===== config.mk =====
export PLATFORM = sky130hd
export DESIGN_NAME = uart_rx_flat
export DESIGN_NICKNAME = d
export VERILOG_FILES = /design/src/rtl/uart_rx_if.sv /design/src/rtl/uart_rx.sv /design/src/flat_wrapper.sv
export SDC_FILE = /design/constraint.sdc
export NUM_CORES = 1
export LEC_CHECK = 0
export CAP_MARGIN = 20
export CORE_MARGIN = 1
export CORE_UTILIZATION = 40
export CTS_CLUSTER_SIZE = 10
export DETAILED_ROUTE_END_ITERATION = 10
export PLACE_DENSITY = 0.58
export SLEW_MARGIN = 20
export SYNTH_ARGS = -nofsm -noshare
export SYNTH_HDL_FRONTEND = slang
export SYNTH_SLANG_ARGS = --single-unit

===== constraint.sdc =====
create_clock -name clk -period 1.8 [get_ports clk]
set_input_delay 0.36 -clock clk [delete_from_list [all_inputs] [get_ports clk]]
set_output_delay 0.36 -clock clk [all_outputs]
set_load 0.02 [all_outputs]

===== src/rtl/uart_rx_if.sv =====
// Serial receive bundle: the line into the receiver and the decoded byte/status out of it.
interface uart_rx_if;
    logic       rx;
    logic [7:0] dout;
    logic       valid;
    logic       parity_err;
    logic       frame_err;
    logic       busy;

    modport master (output rx, input dout, valid, parity_err, frame_err, busy);
    modport slave  (input rx, output dout, valid, parity_err, frame_err, busy);
endinterface


===== src/rtl/uart_rx.sv =====
// 8E1 UART receiver: 2-flop synchronised line, mid-bit sampling, one-cycle valid with
// sticky dout/parity_err/frame_err that only change when valid pulses.
module uart_rx #(
    parameter int unsigned CLKS_PER_BIT = 16
) (
    input  logic      clk,
    input  logic      rst_n,
    uart_rx_if.slave  bus
);
    localparam int unsigned   CW   = (CLKS_PER_BIT > 1) ? $clog2(CLKS_PER_BIT) : 1;
    localparam logic [CW-1:0] LAST = CW'(CLKS_PER_BIT - 1);
    localparam logic [CW-1:0] HALF = CW'(CLKS_PER_BIT / 2 - 1);

    typedef enum logic [2:0] {IDLE, START, DATA, PARITY, STOP} state_t;

    state_t        state_q;
    logic [CW-1:0] cnt_q;
    logic [2:0]    idx_q;
    logic          rx_meta_q, rx_s_q, rx_prev_q;
    logic [7:0]    shift_q, dout_q;
    logic          perr_pend_q, valid_q, perr_q, ferr_q, busy_q;
    logic          rx_fall_d, bit_tick_d;

    always_comb begin
        rx_fall_d  = rx_prev_q & ~rx_s_q;
        bit_tick_d = (cnt_q == LAST);
    end

    // Synchroniser plus one extra stage for falling-edge detection; all reset to idle-high.
    always_ff @(posedge clk) begin
        if (!rst_n) begin
            rx_meta_q <= 1'b1;
            rx_s_q    <= 1'b1;
            rx_prev_q <= 1'b1;
        end else begin
            rx_meta_q <= bus.rx;
            rx_s_q    <= rx_meta_q;
            rx_prev_q <= rx_s_q;
        end
    end

    always_ff @(posedge clk) begin
        if (!rst_n) begin
            state_q     <= IDLE;
            cnt_q       <= '0;
            idx_q       <= '0;
            shift_q     <= '0;
            perr_pend_q <= 1'b0;
            dout_q      <= '0;
            valid_q     <= 1'b0;
            perr_q      <= 1'b0;
            ferr_q      <= 1'b0;
            busy_q      <= 1'b0;
        end else begin
            valid_q <= 1'b0;
            cnt_q   <= cnt_q + CW'(1);
            unique case (state_q)
                IDLE: begin
                    if (rx_fall_d) begin
                        state_q <= START;
                        cnt_q   <= '0;
                        busy_q  <= 1'b1;
                    end
                end
                START: begin
                    if (cnt_q == HALF) begin
                        cnt_q <= '0;
                        idx_q <= '0;
                        if (rx_s_q) begin
                            state_q <= IDLE;
                            busy_q  <= 1'b0;
                        end else begin
                            state_q <= DATA;
                        end
                    end
                end
                DATA: begin
                    if (bit_tick_d) begin
                        cnt_q          <= '0;
                        shift_q[idx_q] <= rx_s_q;
                        idx_q          <= idx_q + 3'd1;
                        if (idx_q == 3'd7) begin
                            state_q <= PARITY;
                        end
                    end
                end
                PARITY: begin
                    if (bit_tick_d) begin
                        cnt_q       <= '0;
                        perr_pend_q <= (^shift_q) != rx_s_q;
                        state_q     <= STOP;
                    end
                end
                STOP: begin
                    // Results land together with valid, so IDLE is already live in the valid cycle.
                    if (bit_tick_d) begin
                        cnt_q   <= '0;
                        valid_q <= 1'b1;
                        dout_q  <= shift_q;
                        perr_q  <= perr_pend_q;
                        ferr_q  <= ~rx_s_q;
                        busy_q  <= 1'b0;
                        state_q <= IDLE;
                    end
                end
                default: state_q <= IDLE;
            endcase
        end
    end

    assign bus.dout       = dout_q;
    assign bus.valid      = valid_q;
    assign bus.parity_err = perr_q;
    assign bus.frame_err  = ferr_q;
    assign bus.busy       = busy_q;
endmodule


===== src/flat_wrapper.sv =====
// flat-port wrapper written by rule: the top's interface ports become plain ports
module uart_rx_flat 
#(
    parameter int unsigned CLKS_PER_BIT = 16
)
  (clk, rst_n, bus_rx, bus_dout, bus_valid, bus_parity_err, bus_frame_err, bus_busy);
  uart_rx_if bus_i ();
  input  logic clk;
  input  logic rst_n;
  input wire logic [$bits(bus_i.rx)-1:0] bus_rx;
  output wire logic [$bits(bus_i.dout)-1:0] bus_dout;
  output wire logic [$bits(bus_i.valid)-1:0] bus_valid;
  output wire logic [$bits(bus_i.parity_err)-1:0] bus_parity_err;
  output wire logic [$bits(bus_i.frame_err)-1:0] bus_frame_err;
  output wire logic [$bits(bus_i.busy)-1:0] bus_busy;
  assign bus_i.rx = bus_rx;
  assign bus_dout = bus_i.dout;
  assign bus_valid = bus_i.valid;
  assign bus_parity_err = bus_i.parity_err;
  assign bus_frame_err = bus_i.frame_err;
  assign bus_busy = bus_i.busy;
  uart_rx #(.CLKS_PER_BIT(CLKS_PER_BIT)) u_core (.clk(clk), .rst_n(rst_n), .bus(bus_i));
endmodule

# Word level (Yosys, flattened, before mapping)
# Index checks and enable logic that the tools add are counted.
[word_totals]
romBits = 0
out_inout_bits = 12
latch_bits = 0
register_bits = 34
mem_count = 0
mem_bits_rw = 0
[op_classes]
add_sub_neg = 2
muxes = 24
n_shift = 0
mul = 0
bitwise = 2
magnitude_cmp = 2
eq_ne = 15
reduce_logical = 13
div_mod_pow = 0
[op_table]
columns = ["cell", "n"]
rows = [
  ["two-way mux 3 bit", 8],
  ["one-hot mux 3 bit (5 select lines)", 1],
  ["inequality test 2 x 1 -> 1 bit, second input constant", 7],
  ["two-way mux 4 bit", 3],
  ["one-hot mux 4 bit (3 select lines)", 1],
  ["bitwise mux 8 bit", 1],
  ["AND reduction 2 bit", 4],
  ["parity 8 bit", 1],
  ["equality test 3 x 2 -> 1 bit, second input constant", 2],
  ["equality test 3 bit, second input constant", 2],
  ["two-way mux 1 bit", 6],
  ["one-hot mux 3 bit (2 select lines)", 1],
  ["AND reduction 6 bit", 1],
  ["AND reduction 5 bit", 1],
  ["adder 4 x 1 -> 4 bit, second input constant", 1],
  ["equality test 4 x 3 -> 1 bit, second input constant", 1],
  ["equality test 4 bit, second input constant", 1],
  ["less-than comparator 3 x 4 -> 1 bit, second input constant", 1],
  ["adder 3 x 1 -> 3 bit, second input constant", 1],
  ["demux 1 bit (select 3 bit)", 1],
  ["equality test 3 x 1 -> 1 bit, second input constant", 1],
  [">= comparator 3 x 1 -> 1 bit, second input constant", 1],
  ["zero test 3 bit", 1],
  ["one-hot mux 1 bit (3 select lines)", 1],
  ["other kinds (9)", 9],
]

# Longest topological paths before layout
[logic_depth]
word_depth = 5
mapped_depth = 6

# Least setup slack after synthesis
# No wires, ideal clock.
[synth_timing]
kind = "reg-to-reg"
start = "reg u_core.cnt_q[0]"
end = "reg u_core.dout_q[1], in the netlist u_core.bus.dout[1]"
stages_incl_launch_ff = 7
required_time_ns = 1.684
slack_ns = 0.297
period_less_slack_ns = 1.503
arrival_time_ns = 1.387
cell_sequence = "dfxtp_1 ha_1 nand4_1 nor3_2 buf_4 mux2i_1 nor2b_1"
[synth_between]
elab_chain_len = 2
[synth_lines]
columns = ["element", "line", "text"]
rows = [
  ["start, declared", "uart_rx.sv:17", "logic [CW-1:0] cnt_q;"],
  ["start signal, assigned", "uart_rx.sv:56", "cnt_q <= cnt_q + CW'(1);"],
  ["equality test 4 bit", "uart_rx.sv:26", "bit_tick_d = (cnt_q == LAST);"],
  ["AND reduction 2 bit (no line)", "--", ""],
  ["end signal, assigned", "uart_rx.sv:99", "dout_q <= shift_q;"],
  ["end, declared", "uart_rx.sv:20", "logic [7:0] shift_q, dout_q;"],
]
# Every way passes these cells.
# A chain may end at the register's enable or synchronous reset.

# Final worst setup path
[layout_timing]
start = "reg u_core.state_q[2]"
end = "reg u_core.shift_q[4]"
[layout_between]
elab_chain_len = 2
[layout_lines]
columns = ["element", "line", "text"]
rows = [
  ["start, declared", "uart_rx.sv:16", "state_t state_q;"],
  ["start signal, assigned", "uart_rx.sv:44", "state_q <= IDLE;"],
  ["start signal, assigned", "uart_rx.sv:60", "state_q <= START;"],
  ["start signal, assigned", "uart_rx.sv:70", "state_q <= IDLE;"],
  ["equality test 3 x 2 -> 1 bit", "uart_rx.sv:57", "unique case (state_q)"],
  ["AND reduction 2 bit (no line)", "--", ""],
  ["end signal, assigned by index", "uart_rx.sv:80", "shift_q[idx_q] <= rx_s_q;"],
  ["end, declared", "uart_rx.sv:20", ""],
]
# Every way passes these cells.

==> metrics.md <==
| Metric | Value |
|---|---|
| Mapped Area | `1610 sq um` |
| Root Buffer | `clkbuf_8` |
| Fin crit share | `93.0%` |
| Mux share of post-synthesis cell area | `12.4%` |
| Die H | `65.5 microns` |
| Hpwl dp | `2120 microns` |
| Largest net degree at the start of global routing | `19` |
| Depth of the CTS H-tree | `2` |
| Req. time, crit path | `1980 ps` |
| Top Usage Layer GRT | `met2` |
| Fillers | `363` |
| Cell internal pwr | `1.10 mW` |
| Pre-antenna DRT Iters | `4` |
| Starting Density | `42.7%` |
| Setup TNS | `0 ps` |
| Site Rows | `22` |
| Die X | `65.5 microns` |
| Logic gate share of total power | `5.4%` |
| Total power | `1.40 mW` |
| Fin Clk Skew | `4.43 ps` |
| Final Max Slew Viols | `0` |
| Clk buf depth | `2` |
| GR Layer Usage met2 | `24.9%` |
| Fin util | `50.8%` |
| Synth unique cells | `37` |
| RSZ-0062 raised after global routing | `false` |
| Worst slack, placed | `93.5 ps` |
| Least-Margin Pin Slew | `378 ps` |
| Hold_buf cts | `0` |
| Die area | `4290 sq um` |
| Critical path peak fanout | `10` |
| Vias/cell | `4.96` |
| Post-synth top flop | `dfxtp_1` |
| Reg clk slew, reported paths | `60 ps` |
| Synth Register Bits | `34` |
| Switching share of power | `21.4%` |
| Area fraction in compound gates after synthesis | `7.84%` |
| Grt total ovfl | `0` |
| Crit start category | `flop` |
| Starting DRC count in detailed routing | `39` |
| Non-filler instance count after layout | `228` |
| Post-synth EDFFs | `0` |
| DR DRC count | `0` |
| Sequential Power Share | `55.4%` |
| FFs w/ async S/R, synth | `0%` |
| CTS tree | `built` |
| Leakage power | `0.721 nW` |
| Status | `complete, no violations` |
| Initial antenna violation count | `0` |
| Post-synthesis simple-gate area fraction | `25.2%` |
| IO buf count | `14` |
| Critical Path AT | `1850 ps` |
| Number of global-route vias before repair | `1,109` |
| Synth Area in Adders | `2.33%` |
| Post-synthesis sequential area ratio | `42.2%` |
| First-pass GRT wire length | `5380 microns` |
| Core Region | `3770 sq um` |
| Yosys Warn Count | `0` |
| Setup crit end kind | `flop` |
| Clock Power Share | `39.2%` |
| Power Dens Cells | `728 nW/um^2` |
| Max IR drop VDD | `488 uV` |
| Syn avg cell area | `9.95 sq um` |
| IO Count | `15` |
| Layout cells sized above 1 | `11.7%` |
| Synth Area in XOR/XNOR | `5.75%` |
| Largest family of logic cells by synthesized area | `simple AND/OR/NAND/NOR gates` |
| Gr usage total | `17.0%` |
| CTS Buf Count | `5` |
| Achievable Freq | `597 MHz` |
| Mapped Cells | `162` |
| Via count | `1,132` |
| WL/cell | `13.2 microns` |
| Clock Latency Late Sink | `280 ps` |
| Fin. Hold Viols | `0` |
| Antenna Cells | `0` |
| Max-cap violations | `0` |
| Clk sinks | `34` |
| Syn Nets | `168` |
| Minimum clock period | `1670 ps` |
| GRT met3 Usage | `5.90%` |
| Hold Path Class | `reg2reg` |
| Placed instance count | `222` |
| Synth-to-Final Area Change | `18.9%` |
| Worst Slack Setup Final | `126 ps` |
| Critical path class | `reg2reg` |
| Final setup viols | `0` |
| Sw power | `0.299 mW` |
| Final net count | `187` |
| Normalized max-slew margin | `74.6%` |
| Drt total wl | `3010 microns` |
| GR Layer Usage met1 | `22.2%` |
| GPL Wtd Cong | `0.778` |
| Final ANT Viol Nets | `0` |
==> power groups by stage <==
stage	clock, mW	sequential [mW]	combinational [mW]
after global placement	0	0.789	0.0750
after detailed placement	0	0.790	0.0759
after floorplan	0	0.789	0.0533
final	0.547	0.773	0.0760
after CTS	0.565	0.773	0.0764
after global routing	0.597	0.774	0.0843
==> layout by cell type (no fill, tap or decap), drive strengths merged, types with 2 or more instances in the layout <==
cell | netlist | layout
clkdlybuf4s50 | 0 | 14
nand2b | 4 | 4
nand3b | 3 | 3
clkbuf | 4 | 6
mux2i | 20 | 20
nor2 | 9 | 9
a21oi | 7 | 7
buf | 5 | 7
nand4b | 2 | 2
a22oi | 2 | 2
xor2 | 3 | 3
nand2 | 5 | 5
inv | 5 | 5
o21ai | 3 | 3
nand4 | 2 | 2
dfxtp | 34 | 34
ha | 3 | 3
nor3 | 3 | 3
xnor2 | 5 | 5
a31oi | 2 | 2
nand3 | 5 | 5
nor4 | 2 | 2
nor2b | 25 | 25
==> synthesized netlist by cell type, drive strengths merged, types with 2 or more instances <==
cell type,n,area (sq um)
xnor2,5,43.8
nand3,5,25.0
nand2b,4,25.0
a31oi,2,12.5
ha,3,37.5
xor2,3,26.3
clkbuf,4,15.0
a21oi,7,35.0
mux2i,20,200
nor4,2,33.8
inv,5,18.8
buf,5,33.8
nand4,2,12.5
nor3,3,25.0
nor2b,25,156
nand2,5,21.3
dfxtp,34,681
nor2,9,33.8
o21ai,3,18.8
a22oi,2,15.0
nand3b,3,22.5
nand4b,2,17.5
==> cell families after synthesis <==
group / Yosys count
simple gates: 64
fa+ha+maj: 3
mux: 20
xor+xnor: 9
buf+inv: 14
flops: 34
compound gates: 18
==> final cells by class <==
cell class | count | area (sq um) | area share [%]
Timing Repair Buffer | 21 | 205 | 10.7
Sequential cell | 34 | 681 | 35.5
Multi-Input combinational cell | 114 | 870 | 45.4
Clock buffer | 6 | 82.6 | 4.31
Inverter | 5 | 18.8 | 0.979
Tap cell | 48 | 60.1 | 3.13
==> through the flow <==
stage | instance area, sq um | hold slack (ps)
detailed placement | 1830 | 398
finish | 1920 | 408
global route | 1920 | 429
floorplan | 1610 | 386
CTS | 1910 | 413
global placement | 1830 | 393
==> critical path: stages, from the launching register on <==
cell	delay, ps
dfxtp_1	400
or2_1	330
nor4_4	390
nand3b_1	170
mux2i_1	200
nor2b_1	60
==> repair_timing <==
| item | CTS | global route |
|---|---|---|
| gates resized for setup | 0 | 1 |
| endpoints found under the setup margin | 0 | 5 |
| setup buffers | 0 | 0 |
==> final timing paths <==
kind / endpoint / startpoint / slack (ps) / cells after the start
max: u_core.shift_q[4]$_SDFFE_PN0P_ / u_core.state_q[2]$_SDFFE_PN0P_ / 130 / 5
min: u_core.rx_s_q$_SDFF_PN1_ / u_core.rx_meta_q$_SDFF_PN1_ / 410 / 1
max reg2reg: u_core.shift_q[4]$_SDFFE_PN0P_ / u_core.state_q[2]$_SDFFE_PN0P_ / 130 / 5
min reg2reg: u_core.rx_s_q$_SDFF_PN1_ / u_core.rx_meta_q$_SDFF_PN1_ / 410 / 1
==> routing by layer <==
metal	part of all wire (%)	up-vias
met2	45	23
met3	3.8	5
met1	50	510
met4	2.0	0
met5	0	-
li1	-	594
==> sequential cells by signal, summed over array words and instances, names as in the netlist, 3 cells and up <==
register,flops
u_core.shift_q,8
u_core.idx_q,3
u_core.bus.dout,8
u_core.state_q,3
u_core.cnt_q,4
(Power assumes the default switching activity.)
